**src/rtl/paddle_ai_pkg.sv**
```systemverilog
// rtl/paddle_ai_pkg.sv - shared FSM, digit and action encodings for the paddle AI engine
package paddle_ai_pkg;

   typedef enum logic [2:0] {
      IDLE    = 3'd0,
      PREDICT = 3'd1,
      ENCODE  = 3'd2,
      FETCH   = 3'd3,
      WAIT    = 3'd4,
      OUT     = 3'd5
   } state_t;

   localparam logic [1:0] DIG_HOLD = 2'd0;
   localparam logic [1:0] DIG_UP   = 2'd1;
   localparam logic [1:0] DIG_DOWN = 2'd2;

   localparam logic [2:0] ACTION_NONE   = 3'd0;
   localparam logic [2:0] ACTION_OFFSET = 3'd1;

   function automatic longint unsigned pow3(input int e);
      longint unsigned r;
      r = 1;
      for (int i = 0; i < e; i++) r = r * 3;
      return r;
   endfunction

endpackage

```
**src/rtl/ball_predictor.sv**
```systemverilog
// rtl/ball_predictor.sv - linear lookahead of one ball with wall clamp/reflection and saturation
module ball_predictor #(
   parameter int COORD_W   = 11,
   parameter int LOOKAHEAD = 3,
   parameter int FIELD_H   = 480
) (
   input  logic signed [COORD_W-1:0] x,
   input  logic signed [COORD_W-1:0] y,
   input  logic signed [COORD_W-1:0] vx,
   input  logic signed [COORD_W-1:0] vy,
   output logic signed [COORD_W-1:0] px,
   output logic signed [COORD_W-1:0] py
);

   localparam int EW = COORD_W + 3;
   localparam logic signed [EW-1:0] LA   = EW'(LOOKAHEAD);
   localparam logic signed [EW-1:0] FH   = EW'(FIELD_H);
   localparam logic signed [EW-1:0] FH2  = EW'(2 * FIELD_H);
   localparam logic signed [EW-1:0] VMAX = EW'((2 ** (COORD_W - 1)) - 1);
   localparam logic signed [EW-1:0] VMIN = -VMAX - EW'(1);

   logic signed [EW-1:0] ex, ey, ry;

   function automatic logic signed [COORD_W-1:0] sat(input logic signed [EW-1:0] v);
      if (v > VMAX)      return VMAX[COORD_W-1:0];
      else if (v < VMIN) return VMIN[COORD_W-1:0];
      else               return v[COORD_W-1:0];
   endfunction

   always_comb begin
      ex = EW'(x) + LA * EW'(vx);
      ey = EW'(y) + LA * EW'(vy);
      // single bounce only: a ball far past the bottom wall may still land negative
      if (ey < 0)       ry = -ey;
      else if (ey > FH) ry = FH2 - ey;
      else              ry = ey;
      px = (ex < 0) ? '0 : sat(ex);
      py = sat(ry);
   end

endmodule

```
**src/rtl/paddle_ai_engine.sv**
```systemverilog
// rtl/paddle_ai_engine.sv - predicts balls, sorts by x, encodes base-3 state and looks up a policy ROM
module paddle_ai_engine #(
   parameter int N_BALLS   = 5,
   parameter int N_PADDLES = 2,
   parameter int COORD_W   = 11,
   parameter int LOOKAHEAD = 3,
   parameter int HALF_PAD  = 40,
   parameter int FIELD_H   = 480,
   parameter int ROM_LAT   = 1,
   parameter int ADDR_W    = 16
) (
   input  logic                           clk,
   input  logic                           rst_n,
   input  logic                           start,
   input  logic [N_BALLS*COORD_W-1:0]     ball_pos_x,
   input  logic [N_BALLS*COORD_W-1:0]     ball_pos_y,
   input  logic [N_BALLS*COORD_W-1:0]     ball_vel_x,
   input  logic [N_BALLS*COORD_W-1:0]     ball_vel_y,
   input  logic [N_PADDLES*COORD_W-1:0]   paddle_pos_y,
   output logic                           rom_en,
   output logic [ADDR_W-1:0]              rom_addr,
   input  logic [1:0]                     rom_data,
   output logic                           busy,
   output logic                           done,
   output logic [2:0]                     action
);
   import paddle_ai_pkg::*;

   localparam int CNT_MAX = (N_BALLS > ROM_LAT) ? N_BALLS : ROM_LAT;
   localparam int CNT_W   = $clog2(CNT_MAX + 1);
   localparam int EW      = COORD_W + 2;
   localparam logic [CNT_W-1:0] LAST_BALL = CNT_W'(N_BALLS - 1);
   localparam logic [CNT_W-1:0] LAST_WAIT = CNT_W'(ROM_LAT - 1);
   localparam logic signed [EW-1:0] HP    = EW'(HALF_PAD);

   if (pow3(N_BALLS * N_PADDLES) > (64'd1 << ADDR_W)) begin : g_addr_check
      $error("policy state space does not fit in ADDR_W address bits");
   end

   state_t                       state, state_nx;
   logic [CNT_W-1:0]             cnt;
   logic [ADDR_W-1:0]            acc, acc_nx, weight, weight_nx;
   logic [N_BALLS*COORD_W-1:0]   sx, sy, svx, svy;
   logic [N_PADDLES*COORD_W-1:0] spad;
   logic signed [COORD_W-1:0]    key [N_BALLS];
   logic signed [COORD_W-1:0]    ly  [N_BALLS];
   logic signed [COORD_W-1:0]    pred_x, pred_y;
   logic signed [EW-1:0]         slot_y, pad_v;
   logic [1:0]                   dig;
   int                           ins_pos;

   assign rom_addr = acc;

   ball_predictor #(
      .COORD_W   (COORD_W),
      .LOOKAHEAD (LOOKAHEAD),
      .FIELD_H   (FIELD_H)
   ) u_pred (
      .x  (sx [int'(cnt)*COORD_W +: COORD_W]),
      .y  (sy [int'(cnt)*COORD_W +: COORD_W]),
      .vx (svx[int'(cnt)*COORD_W +: COORD_W]),
      .vy (svy[int'(cnt)*COORD_W +: COORD_W]),
      .px (pred_x),
      .py (pred_y)
   );

   always_comb begin
      state_nx = state;
      busy     = (state != IDLE);
      done     = 1'b0;
      rom_en   = 1'b0;
      case (state)
         IDLE:    if (start) state_nx = PREDICT;
         PREDICT: if (cnt == LAST_BALL) state_nx = ENCODE;
         ENCODE:  if (cnt == LAST_BALL) state_nx = FETCH;
         FETCH: begin
            rom_en   = 1'b1;
            state_nx = WAIT;
         end
         WAIT:    if (cnt == LAST_WAIT) state_nx = OUT;
         OUT: begin
            done     = 1'b1;
            state_nx = IDLE;
         end
         default: state_nx = IDLE;
      endcase
   end

   // equal keys land after existing entries, so earlier balls keep precedence
   always_comb begin
      ins_pos = 0;
      for (int j = 0; j < N_BALLS; j++)
         if (j < int'(cnt) && key[j] <= pred_x) ins_pos = ins_pos + 1;
   end

   always_comb begin
      acc_nx    = acc;
      weight_nx = weight;
      slot_y    = EW'(ly[cnt]);
      pad_v     = '0;
      dig       = DIG_HOLD;
      for (int p = 0; p < N_PADDLES; p++) begin
         pad_v = EW'($signed(spad[p*COORD_W +: COORD_W]));
         if (slot_y > pad_v + HP)      dig = DIG_UP;
         else if (slot_y < pad_v - HP) dig = DIG_DOWN;
         else                          dig = DIG_HOLD;
         acc_nx    = acc_nx + ADDR_W'(dig) * weight_nx;
         weight_nx = weight_nx + (weight_nx << 1);
      end
   end

   always_ff @(posedge clk) begin
      if (state == IDLE && start) begin
         sx   <= ball_pos_x;
         sy   <= ball_pos_y;
         svx  <= ball_vel_x;
         svy  <= ball_vel_y;
         spad <= paddle_pos_y;
      end
      if (state == PREDICT) begin
         for (int j = N_BALLS - 1; j >= 1; j--)
            if (j > ins_pos) begin
               key[j] <= key[j-1];
               ly[j]  <= ly[j-1];
            end
         for (int j = 0; j < N_BALLS; j++)
            if (j == ins_pos) begin
               key[j] <= pred_x;
               ly[j]  <= pred_y;
            end
      end
   end

   always_ff @(posedge clk or negedge rst_n) begin
      if (!rst_n) begin
         state  <= IDLE;
         cnt    <= '0;
         acc    <= '0;
         weight <= '0;
         action <= ACTION_NONE;
      end else begin
         state <= state_nx;
         if (state != state_nx)  cnt <= '0;
         else if (state != IDLE) cnt <= cnt + CNT_W'(1);
         if (state == IDLE && start) begin
            acc    <= '0;
            weight <= ADDR_W'(1);
         end else if (state == ENCODE) begin
            acc    <= acc_nx;
            weight <= weight_nx;
         end
         if (state == WAIT && state_nx == OUT)
            action <= {1'b0, rom_data} + ACTION_OFFSET;
      end
   end

endmodule

```
**config.mk**
```make
export PLATFORM = sky130hd
export DESIGN_NAME = paddle_ai_engine
export DESIGN_NICKNAME = d
export VERILOG_FILES = /design/src/rtl/paddle_ai_pkg.sv /design/src/rtl/ball_predictor.sv /design/src/rtl/paddle_ai_engine.sv
export SDC_FILE = /design/constraint.sdc
export NUM_CORES = 1
export LEC_CHECK = 0
export CAP_MARGIN = 5
export CORE_MARGIN = 2
export CORE_UTILIZATION = 58
export CTS_CLUSTER_SIZE = 40
export DETAILED_ROUTE_END_ITERATION = 8
export GPL_ROUTABILITY_DRIVEN = 0
export HOLD_SLACK_MARGIN = 0.12
export PLACE_DENSITY = 0.87
export SLEW_MARGIN = 30
export SYNTH_ARGS = -nofsm -noshare
export SYNTH_HDL_FRONTEND = slang
export SYNTH_HIERARCHICAL = 1
export SYNTH_SLANG_ARGS = --single-unit
```
**constraint.sdc**
```tcl
create_clock -name clk -period 13.7 [get_ports clk]
set_input_delay 2.74 -clock clk [delete_from_list [all_inputs] [get_ports clk]]
set_output_delay 2.74 -clock clk [all_outputs]
set_load 0.02 [all_outputs]
```
==> results of run 1 <==
final cells by class:
type	instances	area [um2]	area share (%)
timing repair buffer	285	2810	9.54
sequential	393	11600	39.4
antenna	1	2.50	0.00849
inverter	223	845	2.87
tap	539	674	2.29
clock buffer	51	1130	3.82
multi-input combinational	1392	12000	40.7
clock inverter	28	419	1.42
placed cells by master (no fill, tap or decap), drive strengths merged, types with 4 or more instances in the layout:
cell type        n
dfrtp           41
a21oi          127
clkbuf          51
nor4             4
nor3            25
mux2i           95
a211oi          17
o22ai           48
nand3           45
or3             10
a31oi            4
clkinv          12
nor2           137
inv            227
mux4            11
o31ai            9
nand4           21
o21a            24
xor2            42
o21ai           75
o21bai           8
nor3b            5
and3             6
mux2           104
nand2b          19
o211ai          10
and2            36
edfxtp         352
nand2           77
buf             18
ha             204
clkdlybuf4s50  267
a21o            24
fa              64
o221ai           7
nor2b           24
bufinv           9
xnor2           51
cells by family (layout without fill, tap and decap cells):
kind of cell,count (synthesis),count (layout),synth area share [%]
buffers and inverters,291,587,4.72
flip-flops,393,393,46.9
other,1,2,0.0152
adder cells (fa/ha/maj),268,268,15.5
multiplexers,210,210,10.2
AO/OA/AOI/OAI,394,394,10.5
AND/OR/NAND/NOR,425,425,8.50
XOR/XNOR,94,94,3.59
worst reg2reg max path, delay by kind of cell, from the launching register on:
family                   cells  cell delay (ps)
flip-flops                   1              710
XOR/XNOR                     3             1200
AO/OA/AOI/OAI               19             3370
AND/OR/NAND/NOR             10             1650
adder cells (fa/ha/maj)      6             2190
buffers and inverters        6             1790
flip-flops by register name (all words and copies together) (netlist names):
register and flops:
sx 55, rom_addr 16, svx 55, state 3, spad 22, sy 55, weight 16, ly 55
action 3, cnt 3, key 55, svy 55
per-layer routing:
layer	global-route usage, %	part of all wire (%)	vias up
li1	-	-	8064
met1	32.6	38	8507
met3	4.41	6.6	190
met4	14.1	4.7	0
met2	50.6	51	784
met5	0	0	-
through the flow:
| step | hold slack (ps) | cell area (um2) | std cells |
|---|---|---|---|
| after floorplan | 507 | 24700 | 2076 |
| after global placement | 492 | 27900 | 2832 |
| after detailed placement | 501 | 27900 | 2832 |
| after CTS | 515 | 29400 | 2911 |
| after global routing | 543 | 29500 | 2912 |
| final | 513 | 29500 | 2912 |
path summary, 6_finish.rpt:
| path | slack [ps] | cells past startpoint | to |
|---|---|---|---|
| worst max-delay path | 2450 | 44 | key[0][44] |
| min in group asynchronous | 2140 | 1 | rom_addr[3] |
| max in group asynchronous | 11130 | 1 | cnt[0] |
| worst min-delay path | 510 | 2 | rom_addr[8] |
| worst max register to register | 2450 | 44 | key[0][44] |
| worst min register to register | 510 | 2 | rom_addr[8] |
synthesized netlist by cell type (45+ instances only):
library cell    n  share of area (%)
fa_1           64                5.2
inv_1         223                3.4
ha_1          204                 10
o22ai_1        47                1.2
mux2i_1        95                3.8
nor2_1        136                2.1
nand2_1        77                1.2
xnor2_1        50                1.8
nand3_1        45               0.91
a21oi_1       123                2.5
edfxtp_1      352                 43
o21ai_0        61                1.2
==> reports/qor.txt, run 1 <==
share of layout cells above drive strength 1: 8.73%
Fin. Hold Viols: 0
Synth Warn #: 6
slew margin rel.: 36.3%
syn_nets: 2591
first-pass GRT wire length: 97.3 mm
Final period util: 82.1%
H-tree Lvls: 2
capturing element type of the critical path: flip-flop
Worst-Skew Late Latency: 600 ps
Routed Antenna Nets: 0
Final min period: 11250 ps
Final Util: 70.1%
fin. max-slew vios: 0
die width: 210 um
Slowest cell on crit path: buf_4
nets: 2853
Synth Flop Type: edfxtp_1
initial antenna violation count: 1
Detailed Routing Iterations Pass 1: 5
Rows: 75
worst slew pin tran: 954 ps
overall routing resource usage: 28.1%
Hold Path Origin: rom_addr[8]
CP top delay family: compound AO/OA/AOI/OAI gates
EDFF count, synth: 352
CP bufs+invs: 6
setup bufs post-CTS: 0
worst slack, placed: 2450 ps
cell mode on critical path: o21a_1
vias in the first global route: 18500
initial cell density of the core: 58.8%
IO Count: 269
I/O Buffers: 268
Starting DRT DRC Count: 1219
Crit. Startpoint: cnt[2]
Mapped Cells: 2076
worst clock skew: 25.1 ps
number of gates resized after cts: 0
Mean Syn Cell Area: 11.9 um2
count of different cell masters after synthesis: 90
critical path peak fanout: 44
maxcap violations: 0
hold_buf cts: 0
CP max stage delay: 720 ps
Crit Path Category: flip-flop to flip-flop
core area: 42000 um2
# DRC: 0
reg2reg start: cnt[2]
cts bufs inserted: 43
critical path required time: 13910 ps
Area Growth Syn to Fin: 19.2%
CTS tree: yes
CP startpoint kind: flip-flop
FILL cells: 2687
fmax: 0.0889 GHz
status: completed
Die ar.: 44300 um2
final worst slack: 2450 ps
hold crit path type: flip-flop to flip-flop
Setup TNS: 0 ps
RSZ-0062 raised after global routing: false
DR vias/cell: 6.03
post-DP HPWL: 44.1 mm
via total after detailed routing: 17500
WP data arrival: 11460 ps
DR WL/cell: 21.1 um
post-synthesis async set-or-reset flop share: 10.4%
die height: 210 um
Setup violations, final: 0
clock-pin slew on the worst setup and hold paths: 60 ps
clock sinks: 393
clk root buf: clkbuf_16
Clock Tree Buf Depth: 3
mapped cell area: 24700 um2
GRT Residual Overflow: 0
drt total wl: 61.4 mm
register area share after synthesis: 46.9%
#FFs+latches synth: 393
largest net degree at the start of global routing: 97
Power of run 1 is left out: the tool's default activity adds up to more than one toggle a clock period on the data nets, which glitch-free logic cannot reach.
==> run 2, diff against run 1 <==
==> constraint.sdc (replaced) <==
create_clock -name clk -period 10.9 [get_ports clk]
set_input_delay 2.18 -clock clk [delete_from_list [all_inputs] [get_ports clk]]
set_output_delay 2.18 -clock clk [all_outputs]
set_load 0.02 [all_outputs]
==> run 2 against run 1 <==
Final area down 0.19%; count of clock-buffer cells in the layout rose by 1; clock skew grew 12 ps; wire length decreased by 1.4%; final cell count is 0.24% higher.
==> reports/qor.txt, run 2 (synthesized netlist as in run 1, its figures left out) <==
Detailed Routing Iterations Pass 1: 5
final std cells w/o fill: 2919
fmax: 0.0966 GHz
Final min period: 10350 ps
commonest non-fill, non-tap cell in the layout: edfxtp_1
critical path required time: 11130 ps
status: completed
CTS tree: yes
# DRC: 0
Crit Path Category: flip-flop to flip-flop
worst slew pin tran: 974 ps
Worst-Skew Late Latency: 600 ps
share of layout cells above drive strength 1: 8.58%
Design Area, Final: 29400 um2
hold_buf cts: 0
Placed Cells: 2838
nets: 2861
largest net degree at the start of global routing: 104
most frequent cells in the layout: edfxtp_1 (352), clkdlybuf4s50_1 (267), inv_1 (221)
final worst slack: 545 ps
CP startpoint kind: flip-flop
IO Count: 269
Slowest cell on crit path: fa_1
Fin. Hold Viols: 0
CP max stage delay: 500 ps
slew margin rel.: 34.7%
core area: 42000 um2
vias in the first global route: 18100
Routed Antenna Nets: 0
capturing element type of the critical path: flip-flop
register area: 11600 um2
drt total wl: 60.5 mm
clock-pin slew on the worst setup and hold paths: 60 ps
die height: 210 um
Rows: 75
overall routing resource usage: 27.2%
DR WL/cell: 20.7 um
initial antenna violation count: 3
cts bufs inserted: 41
post-DP HPWL: 43.6 mm
via total after detailed routing: 17400
initial cell density of the core: 58.8%
worst slack, placed: 661 ps
clock sinks: 393
hold crit path type: flip-flop to flip-flop
DR vias/cell: 5.96
GRT Residual Overflow: 0
I/O Buffers: 268
Area Growth Syn to Fin: 19.0%
Die ar.: 44300 um2
first-pass GRT wire length: 94.5 mm
multi-input logic area: 12000 um2
CP bufs+invs: 8
die width: 210 um
Starting DRT DRC Count: 1394
WP data arrival: 10590 ps
fin. max-slew vios: 0
CP top delay family: compound AO/OA/AOI/OAI gates
worst clock skew: 37.4 ps
Setup violations, final: 0
H-tree Lvls: 2
maxcap violations: 0
Final period util: 95.0%
Placed Area: 27900 um2
clk root buf: clkbuf_16
critical path peak fanout: 23
FILL cells: 2727
Clock Tree Buf Depth: 3
==> run 2: cell count changes in the layout (fill, tap and decap cells not counted), moves of 3 or more <==
cell,before,now
buf_4,17,24
bufinv_16,9,5
clkbuf_1,6,11
clkinv_1,5,8
clkinv_16,0,3
clkinv_4,4,1
==> run 2: per-stage QoR <==
step	hold slack (ps)	utilization [%]	TNS (ps)
6_report	508	69.9	0
5_1_grt	543	69.9	-154
4_1_cts	510	69.8	0
3_5_place_dp	497	66.5	0
3_3_place_gp	490	66.5	0
2_1_floorplan	507	-	0
==> run 2: layout make-up <==
cell class                      count  share of cell area, %
Antenna cell                        3                 0.0255
Inverter                          223                   2.87
Tap cell                          539                   2.29
Clock buffer                       52                   3.63
Multi-Input combinational cell   1393                   40.7
Clock inverter                     22                   1.07
Sequential cell                   393                   39.5
Timing Repair Buffer              294                   9.90
==> run 2: path summary, 6_finish.rpt <==
kind | cells after the start | startpoint | slack [ps] | endpoint
setup / recovery | 45 | cnt[0] | 550 | ly[4][10]
hold / removal | 1 | action[1] | 510 | action[1]
setup reg to reg | 45 | cnt[0] | 550 | ly[4][10]
hold reg to reg | 1 | action[1] | 510 | action[1]
max in group asynchronous | 1 | rst_n | 8900 | cnt[2]
min in group asynchronous | 1 | rst_n | 1590 | state[1]
==> run 2: layer usage <==
| metal | vias to the layer above | wire length [um] | track usage [%] |
|---|---|---|---|
| li1 | 8086 | - | - |
| met1 | 8409 | 23000 | 32.1 |
| met2 | 755 | 31200 | 49.6 |
| met3 | 152 | 4020 | 4.31 |
| met4 | 0 | 2310 | 10.8 |
| met5 | - | 0 | 0 |
==> run 2: what timing repair did <==
item / 4_1_cts / 5_1_grt
resized for setup: 0 / 2
buffers inserted: 0 / 3
setup endpoints to repair: 0 / 55
Power of run 2 is left out for the same reason.
